===== src/rtl/alert_event_controller.sv =====
// alert_event_controller: captures calamity, zone and lockout events, serialises them onto one
// valid/ready channel, and drives the sticky siren/exit outputs and the keypad lockout logic.
module alert_event_controller #(
    parameter int MAX_FAILS   = 3,
    parameter int LOCK_CYCLES = 1000,
    parameter int SIREN_MIN   = 16
) (
    input  logic       clk,
    input  logic       rst,
    input  logic       fire_in,
    input  logic       quake_in,
    input  logic [3:0] zone_in,
    input  logic       acc_valid,
    input  logic       acc_match,
    input  logic       clear,
    input  logic       evt_ready,
    output logic       evt_valid,
    output logic [2:0] evt_code,
    output logic       siren,
    output logic       exit_open,
    output logic       door_unlock,
    output logic       locked
);
    localparam int FW = $clog2(MAX_FAILS + 1);
    localparam int LW = $clog2(LOCK_CYCLES + 1);
    localparam int SW = $clog2(SIREN_MIN + 1);
    localparam logic [FW-1:0] MAXF_M1 = FW'(MAX_FAILS - 1);
    localparam logic [LW-1:0] LMAX = LW'(LOCK_CYCLES);
    localparam logic [SW-1:0] SMAX = SW'(SIREN_MIN);

    typedef enum logic {IDLE, OFFER} state_t;

    state_t        state_q, state_d;
    logic [6:0]    pend_q, pend_d, set_v, clr_v;
    logic [5:0]    hist_q, cur, rise;
    logic [3:0]    zones;
    logic [1:0]    rr_q, rr_d, zwin, idx;
    logic [2:0]    code_q, code_d, win;
    logic [FW-1:0] fails_q, fails_d;
    logic [LW-1:0] lock_q, lock_d;
    logic [SW-1:0] stmr_q, stmr_d;
    logic          siren_q, siren_d, exit_q, exit_d, pulse_q, pulse_d;
    logic          attempt, lock_evt, clr_ok, cal;

    assign cur      = {zone_in, quake_in, fire_in};
    assign rise     = cur & ~hist_q;
    assign attempt  = acc_valid && lock_q == '0;
    assign lock_evt = attempt && !acc_match && fails_q == MAXF_M1;
    assign set_v    = {lock_evt, rise};
    assign clr_v    = (state_q == OFFER && evt_ready) ? 7'd1 << code_q : 7'd0;
    assign pend_d   = (pend_q & ~clr_v) | set_v;
    assign zones    = pend_q[5:2];
    assign cal      = rise[0] | rise[1];
    assign clr_ok   = clear && !fire_in && !quake_in && stmr_q == SMAX;

    // Round-robin zone pick: scan downward so the slot nearest the pointer wins last.
    always_comb begin
        zwin = rr_q;
        idx  = rr_q;
        for (int k = 3; k >= 0; k--) begin
            idx = rr_q + 2'(k);
            if (zones[idx]) zwin = idx;
        end
        win = pend_q[0] ? 3'd0 : pend_q[1] ? 3'd1 : pend_q[6] ? 3'd6 : 3'd2 + {1'b0, zwin};
    end

    always_comb begin
        state_d = state_q;
        code_d  = code_q;
        rr_d    = rr_q;
        if (state_q == IDLE) begin
            if (|pend_q) begin
                state_d = OFFER;
                code_d  = win;
            end
        end else if (evt_ready) begin
            state_d = IDLE;
            if (code_q >= 3'd2 && code_q <= 3'd5) rr_d = 2'(code_q - 3'd1);
        end
    end

    always_comb begin
        fails_d = attempt ? ((acc_match || lock_evt) ? '0 : fails_q + FW'(1)) : fails_q;
        pulse_d = attempt && acc_match;
        lock_d  = lock_evt ? LMAX : (lock_q != '0) ? lock_q - LW'(1) : lock_q;
        siren_d = cal || lock_evt || (siren_q && !clr_ok);
        exit_d  = cal || (exit_q && !clr_ok);
        stmr_d  = (siren_q && !clr_ok) ? ((stmr_q == SMAX) ? stmr_q : stmr_q + SW'(1)) : '0;
    end

    always_ff @(posedge clk) begin
        if (rst) begin
            state_q <= IDLE;
            pend_q  <= '0;
            hist_q  <= '0;
            rr_q    <= '0;
            code_q  <= '0;
            fails_q <= '0;
            lock_q  <= '0;
            stmr_q  <= '0;
            siren_q <= 1'b0;
            exit_q  <= 1'b0;
            pulse_q <= 1'b0;
        end else begin
            state_q <= state_d;
            pend_q  <= pend_d;
            hist_q  <= cur;
            rr_q    <= rr_d;
            code_q  <= code_d;
            fails_q <= fails_d;
            lock_q  <= lock_d;
            stmr_q  <= stmr_d;
            siren_q <= siren_d;
            exit_q  <= exit_d;
            pulse_q <= pulse_d;
        end
    end

    assign evt_valid   = state_q == OFFER;
    assign evt_code    = code_q;
    assign siren       = siren_q;
    assign exit_open   = exit_q;
    assign door_unlock = pulse_q | exit_q;
    assign locked      = lock_q != '0;
endmodule


===== config.mk =====
export PLATFORM = sky130hd
export DESIGN_NAME = alert_event_controller
export DESIGN_NICKNAME = d
export VERILOG_FILES = /design/src/rtl/alert_event_controller.sv
export SDC_FILE = /design/constraint.sdc
export NUM_CORES = 1
export LEC_CHECK = 0
export CORE_MARGIN = 4
export CORE_UTILIZATION = 37
export CTS_BUF_LIST = sky130_fd_sc_hd__clkbuf_4 sky130_fd_sc_hd__clkbuf_8
export CTS_CLUSTER_DIAMETER = 60
export DETAILED_ROUTE_END_ITERATION = 10
export PLACE_DENSITY = 0.66
export SYNTH_ARGS = -nofsm -noshare
export SYNTH_HDL_FRONTEND = slang
export SYNTH_SLANG_ARGS = --single-unit

===== constraint.sdc =====
create_clock -name clk -period 5.15 [get_ports clk]
set_input_delay 1.03 -clock clk [delete_from_list [all_inputs] [get_ports clk]]
set_output_delay 1.03 -clock clk [all_outputs]
set_load 0.01 [all_outputs]

# After elaboration in Yosys (flattened, before gate mapping)
# Index checks and enable logic that the tools add are counted.
dict set report op_classes {
  eq_ne 2
  magnitude_cmp 6
  n_reduce_logical 27
  n_addsub 8
  n_mux 22
  n_div 0
  n_shift 1
  bitwise 9
  multipliers 0
}
# cell n
set ops {}
lappend ops {{$mux 10} 2}
lappend ops {{$lt 2x3->1 const B} 4}
lappend ops {{$logic_and 1x1->1} 11}
lappend ops {{$logic_not 10->1} 1}
lappend ops {{$mux 2} 5}
lappend ops {{$reduce_bool 10->1} 1}
lappend ops {{$sub 10x1->10 const B} 1}
lappend ops {{$mux 3} 3}
lappend ops {{$bmux 1 s2} 4}
lappend ops {{$and 7x7->7} 1}
lappend ops {{$mux 1} 7}
lappend ops {{$mux 7} 1}
lappend ops {{$not 7->7} 1}
lappend ops {{$or 7x7->7} 1}
lappend ops {{$reduce_or 7->1} 1}
lappend ops {{$shl 1x3->7 const A} 1}
lappend ops {{$and 6x6->6} 1}
lappend ops {{$not 6->6} 1}
lappend ops {{$add 5x1->5 const B} 1}
lappend ops {{$eq 5x5->1 const B} 1}
lappend ops {{$add 2x1->2 const B} 2}
lappend ops {{$add 2x2->2 const B} 2}
lappend ops {{$logic_not 1->1} 4}
lappend ops {{$logic_or 1x1->1} 4}
lappend ops {{11 further kinds} 14}
dict set report totals {
  out_inout_bits 8
  ramBits 0
  word_cells 87
  latch_bits 0
  mem_bits_ro 0
  reg_bits 39
  mem_count 0
  in_bits 12
}

# Logic depth before layout (Yosys ltp)
# Gate-level depths: netlist (run 1).
dict set report logic_depth {
  word_depth 11
  depth_mapped 9
}

# Least setup slack after synthesis (run 1)
# Ideal clock, no wire load.
dict set report synth_timing {
  kind {register to output}
  start {register lock_q[0]}
  end {output locked}
  arrival_time_ns 1.219
  path_stages_with_launch 7
  setup_slack_ns 2.901
  path_buffers 1
  cell_sequence {dfxtp_1 > inv_1 > ha_1 > nor4b_2 > and3_1 > buf_6 > inv_1}
}
dict set report synth_via {
  elab_chain_len 1
}
# element line_no
set synth_rtl {}
lappend synth_rtl {{start: declaration} 40} ;# logic [LW-1:0] lock_q, lock_d;
lappend synth_rtl {{start signal: assignment} 111} ;# lock_q <= lock_d;
lappend synth_rtl {{$reduce_bool 10->1} 124} ;# assign locked = lock_q != '0;
lappend synth_rtl {{end: declaration} 22} ;# output logic locked
# No other way between the ends.

# Final worst setup path (run 1)
# Ends and elaborated chain as after synthesis.

==> impl_metrics.json, run 1 <==
{
  "outcome": "complete, no violations",
  "fp.dieW_um": 77.4,
  "drt_drc_violations_left": 0,
  "initial_core_util_pct": 39.5,
  "grt_setup_unrepaired": "no",
  "synth_cell_types": 38,
  "detail_route.iter0.violations": 65,
  "postSynthAreaPerCell_sq_um": 8.64,
  "drive_above_1_share_pct": 6.58,
  "antennaDiodeCount": 0,
  "critical_path.max_fanout": 9,
  "part_of_the_yosys_area_used_for_sequential_elements_pct": 43.9,
  "htree_num_levels": 2,
  "gp_congestion": 0.842,
  "detailedRoute.firstPassIterationCount": 4,
  "timing.final.max_slew_violations": 0,
  "required_ps": 4120,
  "post_cts_resize_count": 0,
  "die-area_sq_mm": 0.00599,
  "synth_flop_cell": "dfxtp_1",
  "worstPathArrival_ps": 2250,
  "overall_fraction_of_global_route_tracks_in_use_pct": 11.8,
  "synth-edff-count": 0,
  "holdCritPathClass": "flop to flop",
  "post-place-ws_ps": 2180,
  "total_number_of_placement_rows": 24,
  "fp.coreArea_sq_mm": 0.00450,
  "synth.yosys.warnings": 0,
  "cts_max_path_buffers": 2,
  "maxSlewHeadroom_pct": 45.3,
  "worst_slack_ps": 1870,
  "pwr_density_cell_mw_per_mm2": 437,
  "final_area_sq_mm": 0.00212,
  "initial_antenna_violation_count": 0,
  "setup_total_negative_slack_ps": 0,
  "end_kind": "output port",
  "num_vias": 1429,
  "reg2reg_setup_slack_ps": 3180,
  "boundaryPins": 20,
  "worst_ir_drop_vdd_uv": 212,
  "synth_nets": 227,
  "cell_internal_power_uw": 632,
  "synthTopCellsByArea": "dfxtp_1 44%, nor2_1 6.7%, ha_1 6.3%",
  "worstSetupPathType": "flop to output port",
  "setup_viol": 0,
  "holdBufCountCts": 0,
  "cts_tree": "done",
  "grt.overflow.total": 0,
  "post-cts-setup-buffer-count": 0,
  "p_clk_share_pct": 28.3,
  "critical_path.startpoint_type": "flop",
  "pwr-share-comb_pct": 30.4,
  "final_antenna_net_count": 0,
  "reported_max_cap_violation_count": 0,
  "avgViaCountPerCell": 5.10,
  "first_global_vias": 1366,
  "clock-root-buffer": "clkbuf_8",
  "power.switching_fraction_pct": 31.8,
  "path_clk_slew_ps": 70,
  "clock-skew-final_ps": 6.75,
  "nNetsFinal": 248,
  "seqPwrFrac_pct": 41.2,
  "worst_tran_pin_value_ps": 810,
  "power.net_switching_uw": 295,
  "synthesis.area_sq_mm": 0.00178,
  "power.leakage_nw": 0.801,
  "count_of_state_elements_after_synthesis": 39,
  "synth_async_sr_flop_share_pct": 0,
  "placed_cell_area_sq_mm": 0.00201,
  "maximum_number_of_pins_on_one_net_before_global_route_repair": 30,
  "final_count_of_hold_timing_violations": 0,
  "top_cell_type_s_share_of_synthesized_area_pct": 43.9,
  "layout-area-overhead-vs-synth_pct": 19.3,
  "io_buffers": 19,
  "grt_first_pass_wirelength_mm": 5.76,
  "detail_route.wl_per_cell_um": 12.3,
  "cts_buffers": 5,
  "synth_cells": 206,
  "min_period_ps": 3280,
  "clock_sinks": 39,
  "post_detail_place_hpwl_mm": 2.55,
  "worstSkewPairLatency_ps": 290,
  "min_period_over_period_pct": 63.8,
  "max_freq_ghz": 0.304,
  "die-height_um": 77.4,
  "netlist.top_cell.by_area": "dfxtp_1",
  "routed_wirelength_mm": 3.45
}
## worst paths after layout
| path | startpoint | cells after the start | endpoint |
|---|---|---|---|
| hold reg to reg | exit_open | 2 | exit_open |
| setup reg to reg | stmr_q[0] | 7 | stmr_q[2] |
| setup / recovery | lock_q[0] | 6 | locked |
| hold / removal | exit_open | 2 | exit_open |
## per-layer routing
metal	part of all wire, %	track usage [%]	vias up
met2	42	18.7	32
met3	5.1	3.82	11
met5	0	0	-
li1	-	-	754
met4	2.3	5.52	0
met1	50	14.5	632
## sequential cells by signal, summed over array words and instances (netlist names), 2 cells and up
signal    cells
stmr_q        5
rr_q          2
lock_q       10
evt_code      3
fails_q       2
pend_q        7
hist_q        6
## power by group through the flow
stage	combinational (mW)	clock, mW	sequential [mW]
3_5_place_dp	0.281	0	0.389
2_1_floorplan	0.221	0	0.382
6_report	0.282	0.263	0.383
5_1_grt	0.315	0.281	0.388
4_1_cts	0.284	0.271	0.382
3_3_place_gp	0.277	0	0.388
## kinds of logic after synthesis
group / Yosys count / synth area share, %
AO/OA/AOI/OAI: 35 / 12.3
XOR/XNOR: 9 / 4.43
adder cells (fa/ha/maj): 9 / 6.32
buffers and inverters: 18 / 4.64
flip-flops: 39 / 43.9
multiplexers: 3 / 1.69
AND/OR/NAND/NOR: 93 / 26.8
## cell type report
cell class	instances	area (sq um)
fillers	433	2380
well taps	52	65.1
clock inverters	2	35.0
flip-flops and latches	39	781
clock buffers	6	82.6
repair buffers	20	198
inverters	12	45.0
multi-input cells	149	917
## critical path, stage by stage, from the launching register on
cell and delay (ps):
dfxtp_1 320, inv_1 130, ha_1 160, nor4b_2 290, and3_1 400, inv_1 160, clkdlybuf4s50_1 510
## Yosys cell counts (2+ instances only)
| library cell | n |
|---|---|
| nor3_1 | 9 |
| a31oi_1 | 2 |
| nand3_1 | 5 |
| a211oi_1 | 3 |
| xnor2_1 | 7 |
| nor4_1 | 5 |
| ha_1 | 9 |
| nor2b_1 | 11 |
| nand4_1 | 2 |
| xor2_1 | 2 |
| a21oi_1 | 18 |
| o32ai_1 | 3 |
| nor3b_1 | 2 |
| nand2_1 | 15 |
| mux2i_1 | 3 |
| clkbuf_1 | 3 |
| and3b_1 | 2 |
| buf_6 | 2 |
| inv_1 | 12 |
| nor2_1 | 32 |
| dfxtp_1 | 39 |
| o21ai_0 | 4 |
## stage by stage
step | hold WS [ps] | util (%) | std cells | total power, mW
6_report | 477 | 47.1 | 280 | 0.927
5_1_grt | 511 | 47.1 | 280 | 0.983
4_1_cts | 483 | 47.1 | 280 | 0.937
3_5_place_dp | 465 | 44.5 | 272 | 0.670
3_3_place_gp | 464 | 44.5 | 272 | 0.665
2_1_floorplan | 461 | - | 206 | 0.603
## placed cells by master (no fill, tap or decap), types with 2 or more instances in the layout
cell             count
mux2i_1              3
nor4_1               5
o32ai_1              3
nor3b_1              2
nor3_1               9
clkdlybuf4s50_1     19
nor2b_1             11
a211oi_1             3
xnor2_1              7
ha_1                 9
dfxtp_1             39
nand3_1              5
and3b_1              2
o21ai_0              4
xor2_1               2
nor2_1              32
a31oi_1              2
inv_1               12
nand2_1             15
nand4_1              2
a21oi_1             18
clkbuf_8             6
(Power assumes the default switching activity.)
==> run 2, diff against run 1 <==
Clock period 5.15 ns to 3.4 ns, I/O delays scaled along.
==> impl_metrics.json, run 2 (same netlist as run 1, synthesis figures left out) <==
{
  "timing.final.max_slew_violations": 0,
  "p_clk_share_pct": 27.6,
  "initial_antenna_violation_count": 0,
  "worst_tran_pin_value_ps": 791,
  "setup_viol": 0,
  "power.switching_fraction_pct": 32.8,
  "final.fill_count": 436,
  "pwr-share-comb_pct": 30.9,
  "boundaryPins": 20,
  "highest_routing_layer_actually_used": "met4",
  "worstSetupPathType": "flop to output port",
  "die-height_um": 77.4,
  "commonest_cells_after_routing_fill_and_taps_aside": "39 x dfxtp_1, 32 x nor2_1, 19 x clkdlybuf4s50_1",
  "routed_wirelength_mm": 3.58,
  "pwr_density_cell_mw_per_mm2": 657,
  "die-area_sq_mm": 0.00599,
  "drive_above_1_share_pct": 6.99,
  "gp_congestion": 0.811,
  "post-place-ws_ps": 779,
  "cts_buffers": 5,
  "power.leakage_nw": 0.803,
  "post_cts_resize_count": 0,
  "biggestRegsByFlops": "lock_q: 10 flops, pend_q: 7 flops, hist_q: 6 flops",
  "final_count_of_hold_timing_violations": 0,
  "worst_ir_drop_vdd_uv": 373,
  "grt.overflow.total": 0,
  "detail_route.wl_per_cell_um": 12.7,
  "max_freq_ghz": 0.336,
  "end_kind": "output port",
  "met2_routed_length_mm": 1.69,
  "clock_sinks": 39,
  "clock-root-buffer": "clkbuf_8",
  "postLayoutCoreUtil_pct": 47.2,
  "detailedRoute.firstPassIterationCount": 4,
  "drt_drc_violations_left": 0,
  "required_ps": 2720,
  "critical_path.max_fanout": 9,
  "reported_max_cap_violation_count": 0,
  "largest_register_ff_count": 10,
  "min_period_over_period_pct": 87.6,
  "path_clk_slew_ps": 80,
  "antennaDiodeCount": 0,
  "power.net_switching_uw": 458,
  "holdCritPathClass": "flop to flop",
  "grt_setup_unrepaired": "no",
  "cell_internal_power_uw": 939,
  "critical_path.startpoint_type": "flop",
  "routed-wl-met3_um": 127,
  "grt_first_pass_wirelength_mm": 6.03,
  "min_period_ps": 2980,
  "cts_tree": "done",
  "num_vias": 1482,
  "post_detail_place_hpwl_mm": 2.67,
  "setup_total_negative_slack_ps": 0,
  "detail_route.iter0.violations": 74,
  "worstSkewPairLatency_ps": 290,
  "maxSlewHeadroom_pct": 46.6,
  "fp.dieW_um": 77.4,
  "cts_max_path_buffers": 2,
  "clock-skew-final_ps": 5.90,
  "first_global_vias": 1380,
  "htree_num_levels": 2,
  "overall_fraction_of_global_route_tracks_in_use_pct": 12.4,
  "worstPathArrival_ps": 2300,
  "layout-area-overhead-vs-synth_pct": 19.4,
  "most_frequent_standard_cell_in_the_layout_excluding_fill_and_tap_cells": "dfxtp_1",
  "seqPwrFrac_pct": 41.5,
  "post-cts-setup-buffer-count": 0,
  "placed_cell_area_sq_mm": 0.00201,
  "top_register": "lock_q",
  "detail_route.wirelength.met1_mm": 1.71,
  "initial_core_util_pct": 39.5,
  "worst_slack_ps": 423,
  "final_area_sq_mm": 0.00213,
  "power.total_mw": 1.40,
  "io_buffers": 19,
  "final_antenna_net_count": 0,
  "maximum_number_of_pins_on_one_net_before_global_route_repair": 21,
  "total_number_of_placement_rows": 24,
  "avgViaCountPerCell": 5.27,
  "fp.coreArea_sq_mm": 0.00450,
  "outcome": "complete, no violations",
  "holdBufCountCts": 0,
  "nNetsFinal": 249
}
run 2: cell count changes in the layout (fill, tap and decap cells not counted), sizes merged:
| cell | before | now |
|---|---|---|
| clkinv | 1 | 2 |
| buf | 1 | 2 |
| clkbuf | 6 | 5 |
run 2: metal layers:
metal | track usage, % | up-vias
li1 | - | 755
met1 | 15.4 | 695
met2 | 20.5 | 27
met3 | 3.47 | 5
met4 | 4.80 | 0
met5 | 0 | -
run 2: cell type report:
type	instances	area, sq um	area share, %
sequential	39	781	36.7
tap	52	65.1	3.06
clock buffer	5	68.8	3.24
timing repair buffer	21	205	9.65
multi-input combinational	149	917	43.1
inverter	12	45.0	2.12
clock inverter	3	43.8	2.06
run 2: stage by stage:
step / hold slack, ps / cells
finish: 479 / 281
global route: 535 / 281
CTS: 482 / 281
detailed placement: 469 / 273
global placement: 465 / 273
floorplan: 461 / 206
run 2: path summary, 6_finish.rpt:
path	from	endpoint	slack (ps)	depth (start not counted)
setup / recovery	lock_q[0]	locked	420	6
hold / removal	exit_open	exit_open	480	2
setup reg to reg	lock_q[0]	lock_q[3]	1370	7
hold reg to reg	exit_open	exit_open	480	2
run 2: power by group through the flow:
stage | logic, mW | clock network (mW) | registers [mW]
5_1_grt | 0.478 | 0.416 | 0.589
2_1_floorplan | 0.335 | 0 | 0.579
4_1_cts | 0.432 | 0.397 | 0.580
3_3_place_gp | 0.419 | 0 | 0.588
3_5_place_dp | 0.428 | 0 | 0.590
6_report | 0.432 | 0.385 | 0.580
run 2: critical path, stage by stage, from the launching register on:
cell and delay, ps:
dfxtp_1 330, inv_1 130, ha_1 160, nor4b_2 310, and3_1 410, inv_1 160, clkdlybuf4s50_1 510
